File: src/rtl/inst_fetch_pkg.sv
// Shared definitions for the instruction fetch stage: FSM encoding,
// default fault instruction and the decode-side payload layout.
package inst_fetch_pkg;

  localparam int unsigned XLEN    = 32;
  localparam int unsigned STATE_W = 2;

  localparam logic [STATE_W-1:0] ST_IDLE = 2'd0;
  localparam logic [STATE_W-1:0] ST_WAIT = 2'd1;
  localparam logic [STATE_W-1:0] ST_HOLD = 2'd2;
  localparam logic [STATE_W-1:0] ST_DROP = 2'd3;

  localparam logic [XLEN-1:0] NOP_INST_DEFAULT = 32'h0000_0013;

  typedef struct packed {
    logic [XLEN-1:0] pc;
    logic [XLEN-1:0] inst;
    logic            misalign;
  } id_payload_t;

endpackage

File: src/rtl/inst_fetch.sv
// Single-outstanding instruction fetch: takes a PC, issues one memory request,
// and holds the returned instruction for decode until consumed or flushed.
module inst_fetch
  import inst_fetch_pkg::*;
#(
  parameter logic [31:0] NOP_INST = NOP_INST_DEFAULT
) (
  input  logic        clk,
  input  logic        rst,
  input  logic [31:0] pc_i,
  input  logic        pc_valid,
  output logic        pc_ready,
  input  logic        flush,
  output logic        imem_req,
  output logic [31:0] imem_addr,
  input  logic        imem_ack,
  input  logic [31:0] imem_rdata,
  output logic        id_valid,
  output logic [31:0] id_pc,
  output logic [31:0] id_inst,
  output logic        id_misalign,
  input  logic        id_ready,
  output logic [31:0] fetch_cnt
);

  logic [STATE_W-1:0] state_q, state_nxt;
  logic               req_q, req_nxt;
  logic [XLEN-1:0]    addr_q, addr_nxt;
  logic               valid_q, valid_nxt;
  id_payload_t        id_q, id_nxt;
  logic [XLEN-1:0]    cnt_q, cnt_nxt;
  logic               accept;

  assign pc_ready = !flush && ((state_q == ST_IDLE) || ((state_q == ST_HOLD) && id_ready));
  assign accept   = pc_valid && pc_ready;

  // Next-state and next-output logic; imem_addr doubles as the latched PC.
  always_comb begin
    state_nxt = state_q;
    req_nxt   = req_q;
    addr_nxt  = addr_q;
    valid_nxt = valid_q;
    id_nxt    = id_q;
    cnt_nxt   = cnt_q;

    case (state_q)
      ST_IDLE: ;
      ST_WAIT: begin
        if (imem_ack) begin
          req_nxt = 1'b0;
          if (flush) begin
            state_nxt = ST_IDLE;
          end else begin
            valid_nxt       = 1'b1;
            id_nxt.pc       = addr_q;
            id_nxt.inst     = imem_rdata;
            id_nxt.misalign = 1'b0;
            cnt_nxt         = cnt_q + XLEN'(1);
            state_nxt       = ST_HOLD;
          end
        end else if (flush) begin
          state_nxt = ST_DROP;
        end
      end
      ST_DROP: begin
        if (imem_ack) begin
          req_nxt   = 1'b0;
          state_nxt = ST_IDLE;
        end
      end
      ST_HOLD: begin
        if (flush || id_ready) begin
          valid_nxt = 1'b0;
          state_nxt = ST_IDLE;
        end
      end
      default: state_nxt = ST_IDLE;
    endcase

    // Accept overrides HOLD's consume path so back-to-back issue works.
    if (accept) begin
      if (pc_i[1:0] == 2'b00) begin
        req_nxt   = 1'b1;
        addr_nxt  = pc_i;
        valid_nxt = 1'b0;
        state_nxt = ST_WAIT;
      end else begin
        valid_nxt       = 1'b1;
        id_nxt.pc       = pc_i;
        id_nxt.inst     = NOP_INST;
        id_nxt.misalign = 1'b1;
        state_nxt       = ST_HOLD;
      end
    end
  end

  always_ff @(posedge clk or negedge rst) begin
    if (!rst) begin
      state_q <= ST_IDLE;
      req_q   <= 1'b0;
      addr_q  <= '0;
      valid_q <= 1'b0;
      id_q    <= '{pc: '0, inst: NOP_INST, misalign: 1'b0};
      cnt_q   <= '0;
    end else begin
      state_q <= state_nxt;
      req_q   <= req_nxt;
      addr_q  <= addr_nxt;
      valid_q <= valid_nxt;
      id_q    <= id_nxt;
      cnt_q   <= cnt_nxt;
    end
  end

  assign imem_req    = req_q;
  assign imem_addr   = addr_q;
  assign id_valid    = valid_q;
  assign id_pc       = id_q.pc;
  assign id_inst     = id_q.inst;
  assign id_misalign = id_q.misalign;
  assign fetch_cnt   = cnt_q;

endmodule

File: config.mk
export PLATFORM = sky130hd
export DESIGN_NAME = inst_fetch
export DESIGN_NICKNAME = d
export VERILOG_FILES = /design/src/rtl/inst_fetch_pkg.sv /design/src/rtl/inst_fetch.sv
export SDC_FILE = /design/constraint.sdc
export NUM_CORES = 1
export LEC_CHECK = 0
export ABC_AREA = 1
export BUFFER_PORTS_ARGS = -buffer_cell sky130_fd_sc_hd__buf_2
export CAP_MARGIN = 20
export CORE_ASPECT_RATIO = 1.4
export CORE_MARGIN = 2
export CORE_UTILIZATION = 51
export CTS_CLUSTER_SIZE = 20
export DETAILED_ROUTE_END_ITERATION = 10
export PLACE_DENSITY = 0.83
export SLEW_MARGIN = 20
export SYNTH_ARGS = -nofsm -noshare
export SYNTH_HDL_FRONTEND = slang
export SYNTH_SLANG_ARGS = --single-unit
File: constraint.sdc
create_clock -name clk -period 1.9 [get_ports clk]
set_clock_uncertainty 0.1 [all_clocks]
set_input_delay 0.095 -clock clk [delete_from_list [all_inputs] [get_ports clk]]
set_output_delay 0.095 -clock clk [all_outputs]
set_load 0.02 [all_outputs]
### Word level (Yosys, flattened, before mapping)

Index checks and enable logic that the tools add are counted.

* add/subtract/negate cells: 1
* eq/ne operators: 8
* multiplexer cells: 23
* bitwise operators: 1
* reductions and logical operators: 15

Operator list (count)
* two-way mux 65 bit: 5
* adder 32 x 1 -> 32 bit, second input constant: 1
* two-way mux 2 bit: 7
* two-way mux 1 bit: 9
* != test 3 bit, second input constant: 3
* AND reduction 4 bit: 2
* case mux 2 bit (3 select lines): 1
* equality test 2 bit, second input constant: 2
* logical NOT 2 bit: 2
* != test 4 bit, second input constant: 1
* nonzero test 4 bit: 1
* logical AND 1 bit: 3
* != test 3 x 2 -> 1 bit, second input constant: 1
* AND reduction 3 bit: 1
* nonzero test 3 bit: 1
* equality test 2 x 1 -> 1 bit, second input constant: 1
* logical OR 1 bit: 2
* case mux 1 bit (2 select lines): 1
* AND reduction 2 bit: 1
* OR reduction 2 bit: 1
* logical NOT 1 bit: 1
* NOT 1 bit: 1

* register bits: 133
* input port bits: 70
* output and inout port bits: 132

### Longest topological paths before layout

Gate-level depths: netlist (run 1).

* word-level depth: 7
* mapped depth: 10
* mapped depth without buffers: 10

### Worst setup path before layout (run 1)

No wires, ideal clock.

* path type: reg2reg
* start: reg cnt_q[0] (netlist: fetch_cnt[0])
* end: reg cnt_q[18] (netlist: fetch_cnt[18])
* library setup time: 0.131 ns
* data arrival time: 1.513 ns
* data required time: 1.669 ns
* path slack: 0.155 ns
* cell stages (with the launch flop): 8
* cell sequence: dfrtp_1 ha_1 inv_1 nor2_1 nand3_1 nor2_2 nand2_1 xnor2_1

* cells in the longest elaborated chain, start to end: 1

Ends and longest elaborated chain
* start: declaration: RTL line inst_fetch.sv:31 `logic [XLEN-1:0] cnt_q, cnt_nxt;`
* start signal: assignment: RTL line inst_fetch.sv:111 `cnt_q <= cnt_nxt;`
* adder 32 x 1 -> 32 bit: RTL line inst_fetch.sv:58 `cnt_nxt = cnt_q + XLEN'(1);`

Every way passes these cells.
A chain may end at the register's enable or synchronous reset.

==> results of run 1 <==
==> what timing repair did <==
| action | in CTS | in global routing |
|---|---|---|
| endpoints found under the setup margin | 0 | 10 |
| endpoints found under the hold margin | 225 | 0 |
| gates resized for setup | 0 | 3 |
| hold buffers | 66 | 0 |
| buffers inserted | 0 | 1 |
==> power by group through the flow <==
| stage | registers [mW] | clock network, mW | logic (mW) |
|---|---|---|---|
| 3_3_place_gp | 4.58 | 0 | 4.25 |
| 2_1_floorplan | 5.83 | 0 | 1.44 |
| 4_1_cts | 4.57 | 3.62 | 4.48 |
| 5_1_grt | 4.73 | 3.74 | 4.89 |
| 3_5_place_dp | 4.59 | 0 | 4.36 |
| 6_report | 4.62 | 3.59 | 4.54 |
==> registers in the layout (all words and copies together) (netlist names) <==
| name | cells |
|---|---|
| fetch_cnt | 32 |
| id_inst | 32 |
| id_misalign | 1 |
| id_pc | 32 |
| id_valid | 1 |
| imem_addr | 32 |
| imem_req | 1 |
| state_q | 2 |
==> cells in the mapped netlist (3+ instances only) <==
cell,n
nand2_1,313
dfrtp_1,130
nor2_1,100
inv_1,50
a21oi_1,32
nand3_1,21
buf_2,19
o31ai_1,18
a31oi_1,12
xnor2_1,11
nand4_1,10
xor2_1,7
buf_4,5
clkbuf_1,5
nor3_1,5
o21ai_0,4
dfstp_2,3
inv_2,3
nor2_2,3
==> worst max-delay path, cell delays in order, from the launching register on <==
cell and delay, ps:
dfrtp_1 440, nand2_2 140, inv_1 70, nand2_2 130, buf_4 370, nand2_1 120
a31oi_1 300
==> through the flow <==
stage                     instances  utilization, %  setup TNS, ps
after floorplan                 767               -              0
after global placement         1099            62.3              0
after detailed placement       1099            62.3              0
after CTS                      1196            73.4              0
after global routing           1197            73.5          -2.33
final                          1197            73.5              0
==> logic make-up after synthesis <==
family,after synthesis
AND/OR/NAND/NOR,460
flip-flops,133
buffers and inverters,84
AO/OA/AOI/OAI,71
XOR/XNOR,18
adder cells (fa/ha/maj),1
==> layer usage <==
metal	global-route usage, %	part of all wire, %
met1	33.8	39
met2	48.0	51
met3	5.67	6.1
met4	14.2	4.0
met5	0	0
==> area by class of cell <==
| class | instances | area, um2 | area share [%] |
|---|---|---|---|
| Sequential cell | 133 | 3330 | 38.5 |
| Clock inverter | 12 | 203 | 2.34 |
| Multi-Input combinational cell | 550 | 2440 | 28.2 |
| Inverter | 53 | 199 | 2.30 |
| Timing Repair Buffer | 283 | 1850 | 21.4 |
| Tap cell | 147 | 184 | 2.13 |
| Clock buffer | 19 | 443 | 5.12 |
==> placed cells by master, fill, tap and decap left out, types with 7 or more instances in the layout <==
cell,instances
nand2_1,313
a21oi_1,32
xor2_1,7
xnor2_1,11
dfrtp_1,130
inv_1,50
nand3_1,21
buf_2,200
clkbuf_16,17
a31oi_1,12
buf_4,11
o31ai_1,18
nand4_1,10
dlygate4sd3_1,66
nor2_1,99
==> worst max-delay path by stage <==
stage	slack, ps	start	end
floorplan	160	fetch_cnt[0]	fetch_cnt[18]
global placement	200	fetch_cnt[0]	fetch_cnt[18]
detailed placement	140	fetch_cnt[0]	fetch_cnt[12]
CTS	110	fetch_cnt[0]	fetch_cnt[26]
global route	-2	fetch_cnt[0]	fetch_cnt[22]
finish	100	state_q[0]	id_pc[18]
==> impl_metrics.ini, run 1 <==
[critical_path]
critPathLaunchType = flop
arrival_ps = 1990
r2r_slack_ps = 100
crit_path_end_kind = flop
required_ps = 2090
r2r_cells = 6
r2r_start = state_q[0]
reg2reg_to = id_pc[18]
worstPathMaxFanout = 30
crit_type = reg -> reg

[timing]
hold_viol = 0
final.period_utilization_pct = 94.6
worst_pin_slew_ps = 540
setup_ws_ps = 102
fin_crit_ps = 1800
slew_viol_final = 0
setup_viol = 0
slew_headroom_pct = 64.0
fmax_ghz = 0.556
whs_ps = 7.08

[logic_synthesis]
synth.distinct_cells = 29
ys_ff_latch = 133
synth_area_leaders = dfrtp_1 (53%), nand2_1 (19%), nor2_1 (6.1%)
synth_area_leader_cell = dfrtp_1
synth_nets = 838
ys_seq_area_share_pct = 54.3
synth_xor_area_share_pct = 2.57
synth_compound_area_share_pct = 6.94
synth_top_family_by_area = simple AND/OR/NAND/NOR gates
synth_area_per_cell_um2 = 7.99
synthArstFlopShare_pct = 100
synthSimpleGateAreaFrac_pct = 29.9
syn-cell-area_um2 = 6130
yosys.area_share.adder_pct = 0.204
synth-edff-count = 0
synth_mux_area_share_pct = 0
synth_cells = 767
ys_warn_count = 0
ys.flop_type = dfrtp_1
synthDominantCellAreaShare_pct = 53.1

[power_and_ir_drop]
p_switching_mw = 4.89
power_mw = 12.7
power_frac_comb_pct = 35.6
leakage_nw = 4.54
ir_drop_mv = 0.924
cellPowerDensity_nw_per_um2 = 1470
p_seq_share_pct = 36.2
switching_share_pct = 38.3
internal_power_mw = 7.86
clkPwrFrac_pct = 28.2

[placement]
gp_congestion = 0.864
hpwl_mm = 11.2
dpl_worst_slack_ps = 141
numPortBuffers = 201
dpl_cell_area_um2 = 7320

[detailed_routing]
vias = 6190
avgViaCountPerCell = 5.17
first_pass_iters = 5
drc_errors = 0
ant_nets = 0
avgRoutedWirePerCell_um = 15.2
drt_iter0_drc = 428
wl_mm = 18.2

[floorplan]
io_pins = 202
die_w_um = 96.7
dieArea_um2 = 12900
core_area_um2 = 11800
fp-row-count = 47
initial_core_util_pct = 52.1
die_h_um = 134

[global_routing]
grt_max_degree = 72
grt_pass1_vias = 6194
antenna_found_initial = 0
overflow = 0
grt_pass1_wl_mm = 29.5
grt_usage_pct = 28.1

[worst_hold_path]
hold_start = flush
hold_depth = 4
whs_endpoint = id_valid
hold_path_class = in -> reg

[clock_network]
cts_root_buffer = clkbuf_16
cts_tree = done
htree_levels = 4
clk_path_buf_depth = 2
clkSlewWorstSetupHoldPaths_ps = 60
numClockSinks = 133
clock_latency_ps = 410
cts_made_buffers = 17

[run_status]
status = completed

[layout]
fillers = 835
nets = 1109
num_antenna_cells = 0
area_growth_pct = 41.0
stdcell_area_um2 = 8650
drive_above_1_share_pct = 25.0

[run]
maxCapViolCount = 0
Note: power is estimated with default switching activity, not from simulation.
==> run 2, diff against run 1 <==
--- a/config.mk
+++ b/config.mk
@@ -10,10 +10,11 @@
 export CAP_MARGIN = 20
 export CORE_ASPECT_RATIO = 1.4
 export CORE_MARGIN = 2
-export CORE_UTILIZATION = 51
+export CORE_UTILIZATION = 53
+export CTS_BUF_LIST = sky130_fd_sc_hd__clkbuf_4
 export CTS_CLUSTER_SIZE = 20
 export DETAILED_ROUTE_END_ITERATION = 10
-export PLACE_DENSITY = 0.83
+export PLACE_DENSITY = 0.86
 export SLEW_MARGIN = 20
 export SYNTH_ARGS = -nofsm -noshare
 export SYNTH_HDL_FRONTEND = slang
==> run 2 against run 1 <==
  * Non-clock buffer count grew 2
  * Register-to-register slack is essentially flat
  * Sequential power about the same
  * Fmax is 0.57% lower
  * Global-route usage rose by 1.3 points
  * Setup slack lost 10 ps
  * Clock-buffer cell count fell by 2
  * Cell count is essentially flat
  * Design area down 3.3%
  * Die area is 3.6% lower
  * Core utilization up 0.58 points
  * Hold slack improved by 56 ps
  * Highest routed layer unchanged
==> impl_metrics.ini, run 2 (same netlist as run 1, synthesis figures left out) <==
[placement]
post-place-cells = 1096
hpwl_mm = 11.5
dpl_worst_slack_ps = 96.9
dpl_cell_area_um2 = 7320
numPortBuffers = 201
gp_congestion = 0.917

[timing]
fin_crit_ps = 1810
slew_headroom_pct = 64.3
slew_viol_final = 0
setup_tns_ps = 0
hold_viol = 0
worst_pin_slew_ps = 534
final.period_utilization_pct = 95.2
whs_ps = 63.5
setup_viol = 0
setup_ws_ps = 91.3
fmax_ghz = 0.553

[run]
maxCapViolCount = 0

[detailed_routing]
avgViaCountPerCell = 5.22
wl_met2_mm = 9.51
vias = 6251
drt_iter0_drc = 409
dr_wl_met3_mm = 1.37
first_pass_iters = 5
wl_mm = 18.2
avgRoutedWirePerCell_um = 15.2
ant_nets = 0
drc_errors = 0
top_layer = met4
wl_met1_mm = 6.60

[critical_path]
arrival_ps = 2130
critPathLaunchType = flop
required_ps = 2220
crit_path_end_kind = flop
crit_type = reg -> reg
worstPathMaxFanout = 33

[clock_network]
cts_tree = done
cts_made_buffers = 17
cts_setup_buffers = 0
clk_path_buf_depth = 2
clock_latency_ps = 510
numClockSinks = 133
cts_root_buffer = clkbuf_4
htree_levels = 4
clkSlewWorstSetupHoldPaths_ps = 130

[floorplan]
die_w_um = 94.9
dieArea_um2 = 12500
die_h_um = 131
core_area_um2 = 11300
io_pins = 202
fp-row-count = 46
initial_core_util_pct = 54.4

[global_routing]
overflow = 0
antenna_found_initial = 1
grt_pass1_vias = 6093
grt_max_degree = 53
grt_usage_pct = 29.4
grt_pass1_wl_mm = 28.7

[run_status]
status = completed

[layout]
area_growth_pct = 36.3
post-route-util_pct = 74.1
stdcell_area_um2 = 8360
layout_common_cells = nand2_1 (313), buf_2 (200), dfrtp_1 (129)
drive_above_1_share_pct = 25.1
nets = 1111
final_common_cell = nand2_1
fin_cells = 1198

[worst_hold_path]
hold_path_class = in -> reg

[power_and_ir_drop]
cellPowerDensity_nw_per_um2 = 1350
clkPwrFrac_pct = 19.0
p_seq_share_pct = 40.7
power_frac_comb_pct = 40.3
internal_power_mw = 6.53
p_switching_mw = 4.79
power_mw = 11.3
ir_drop_mv = 1.04
switching_share_pct = 42.3
leakage_nw = 4.42
-- run 2: changes by cell type in the layout (fill, tap and decap cells not counted), sizes merged --
cell and delta:
buf -1, bufinv -1, clkbuf -2, clkinv +4, clkinvlp -1, diode +1, dlygate4sd3 +3, inv +1
-- run 2: power groups by stage --
stage | clock [mW] | sequential [mW] | combinational [mW]
floorplan | 0 | 5.83 | 1.44
global placement | 0 | 4.57 | 4.23
detailed placement | 0 | 4.60 | 4.35
CTS | 2.19 | 4.56 | 4.46
global route | 2.31 | 4.72 | 4.88
finish | 2.15 | 4.61 | 4.56
-- run 2: worst max-delay path, stage by stage (launching register included) --
cell and delay (ps):
dfrtp_2 460, inv_1 120, nand2_2 100, nor2_4 220, buf_6 300, nand2_1 120
a31oi_1 280
-- run 2: final timing paths --
kind                                  from            end  slack, ps  depth (start not counted)
worst max-delay path            state_q[1]      id_pc[31]         90                          6
worst min-delay path              id_ready     state_q[0]         60                          6
worst max register to register  state_q[1]      id_pc[31]         90                          6
worst min register to register  id_inst[0]     id_inst[0]        400                          2
max in group asynchronous              rst     id_inst[0]        560                          4
min in group asynchronous              rst  fetch_cnt[17]        500                          3
-- run 2: layout make-up --
| class | instances | area, um2 |
|---|---|---|
| antenna | 1 | 2.50 |
| inverter | 53 | 199 |
| timing repair buffer | 285 | 1870 |
| clock inverter | 15 | 204 |
| multi-input combinational | 550 | 2440 |
| fill | 856 | 2920 |
| clock buffer | 17 | 128 |
| tap | 144 | 180 |
| sequential | 133 | 3330 |
-- run 2: metal layers --
| layer | global-route usage [%] | vias up |
|---|---|---|
| li1 | - | 2954 |
| met1 | 34.8 | 2928 |
| met2 | 49.5 | 308 |
| met3 | 6.59 | 61 |
| met4 | 14.4 | 0 |
| met5 | 0 | - |
-- run 2: repair_timing --
action                                  CTS  global route
hold endpoints to repair                230             0
resized for setup                         0             5
endpoints found under the setup margin    0            10
hold buffers                             69             0
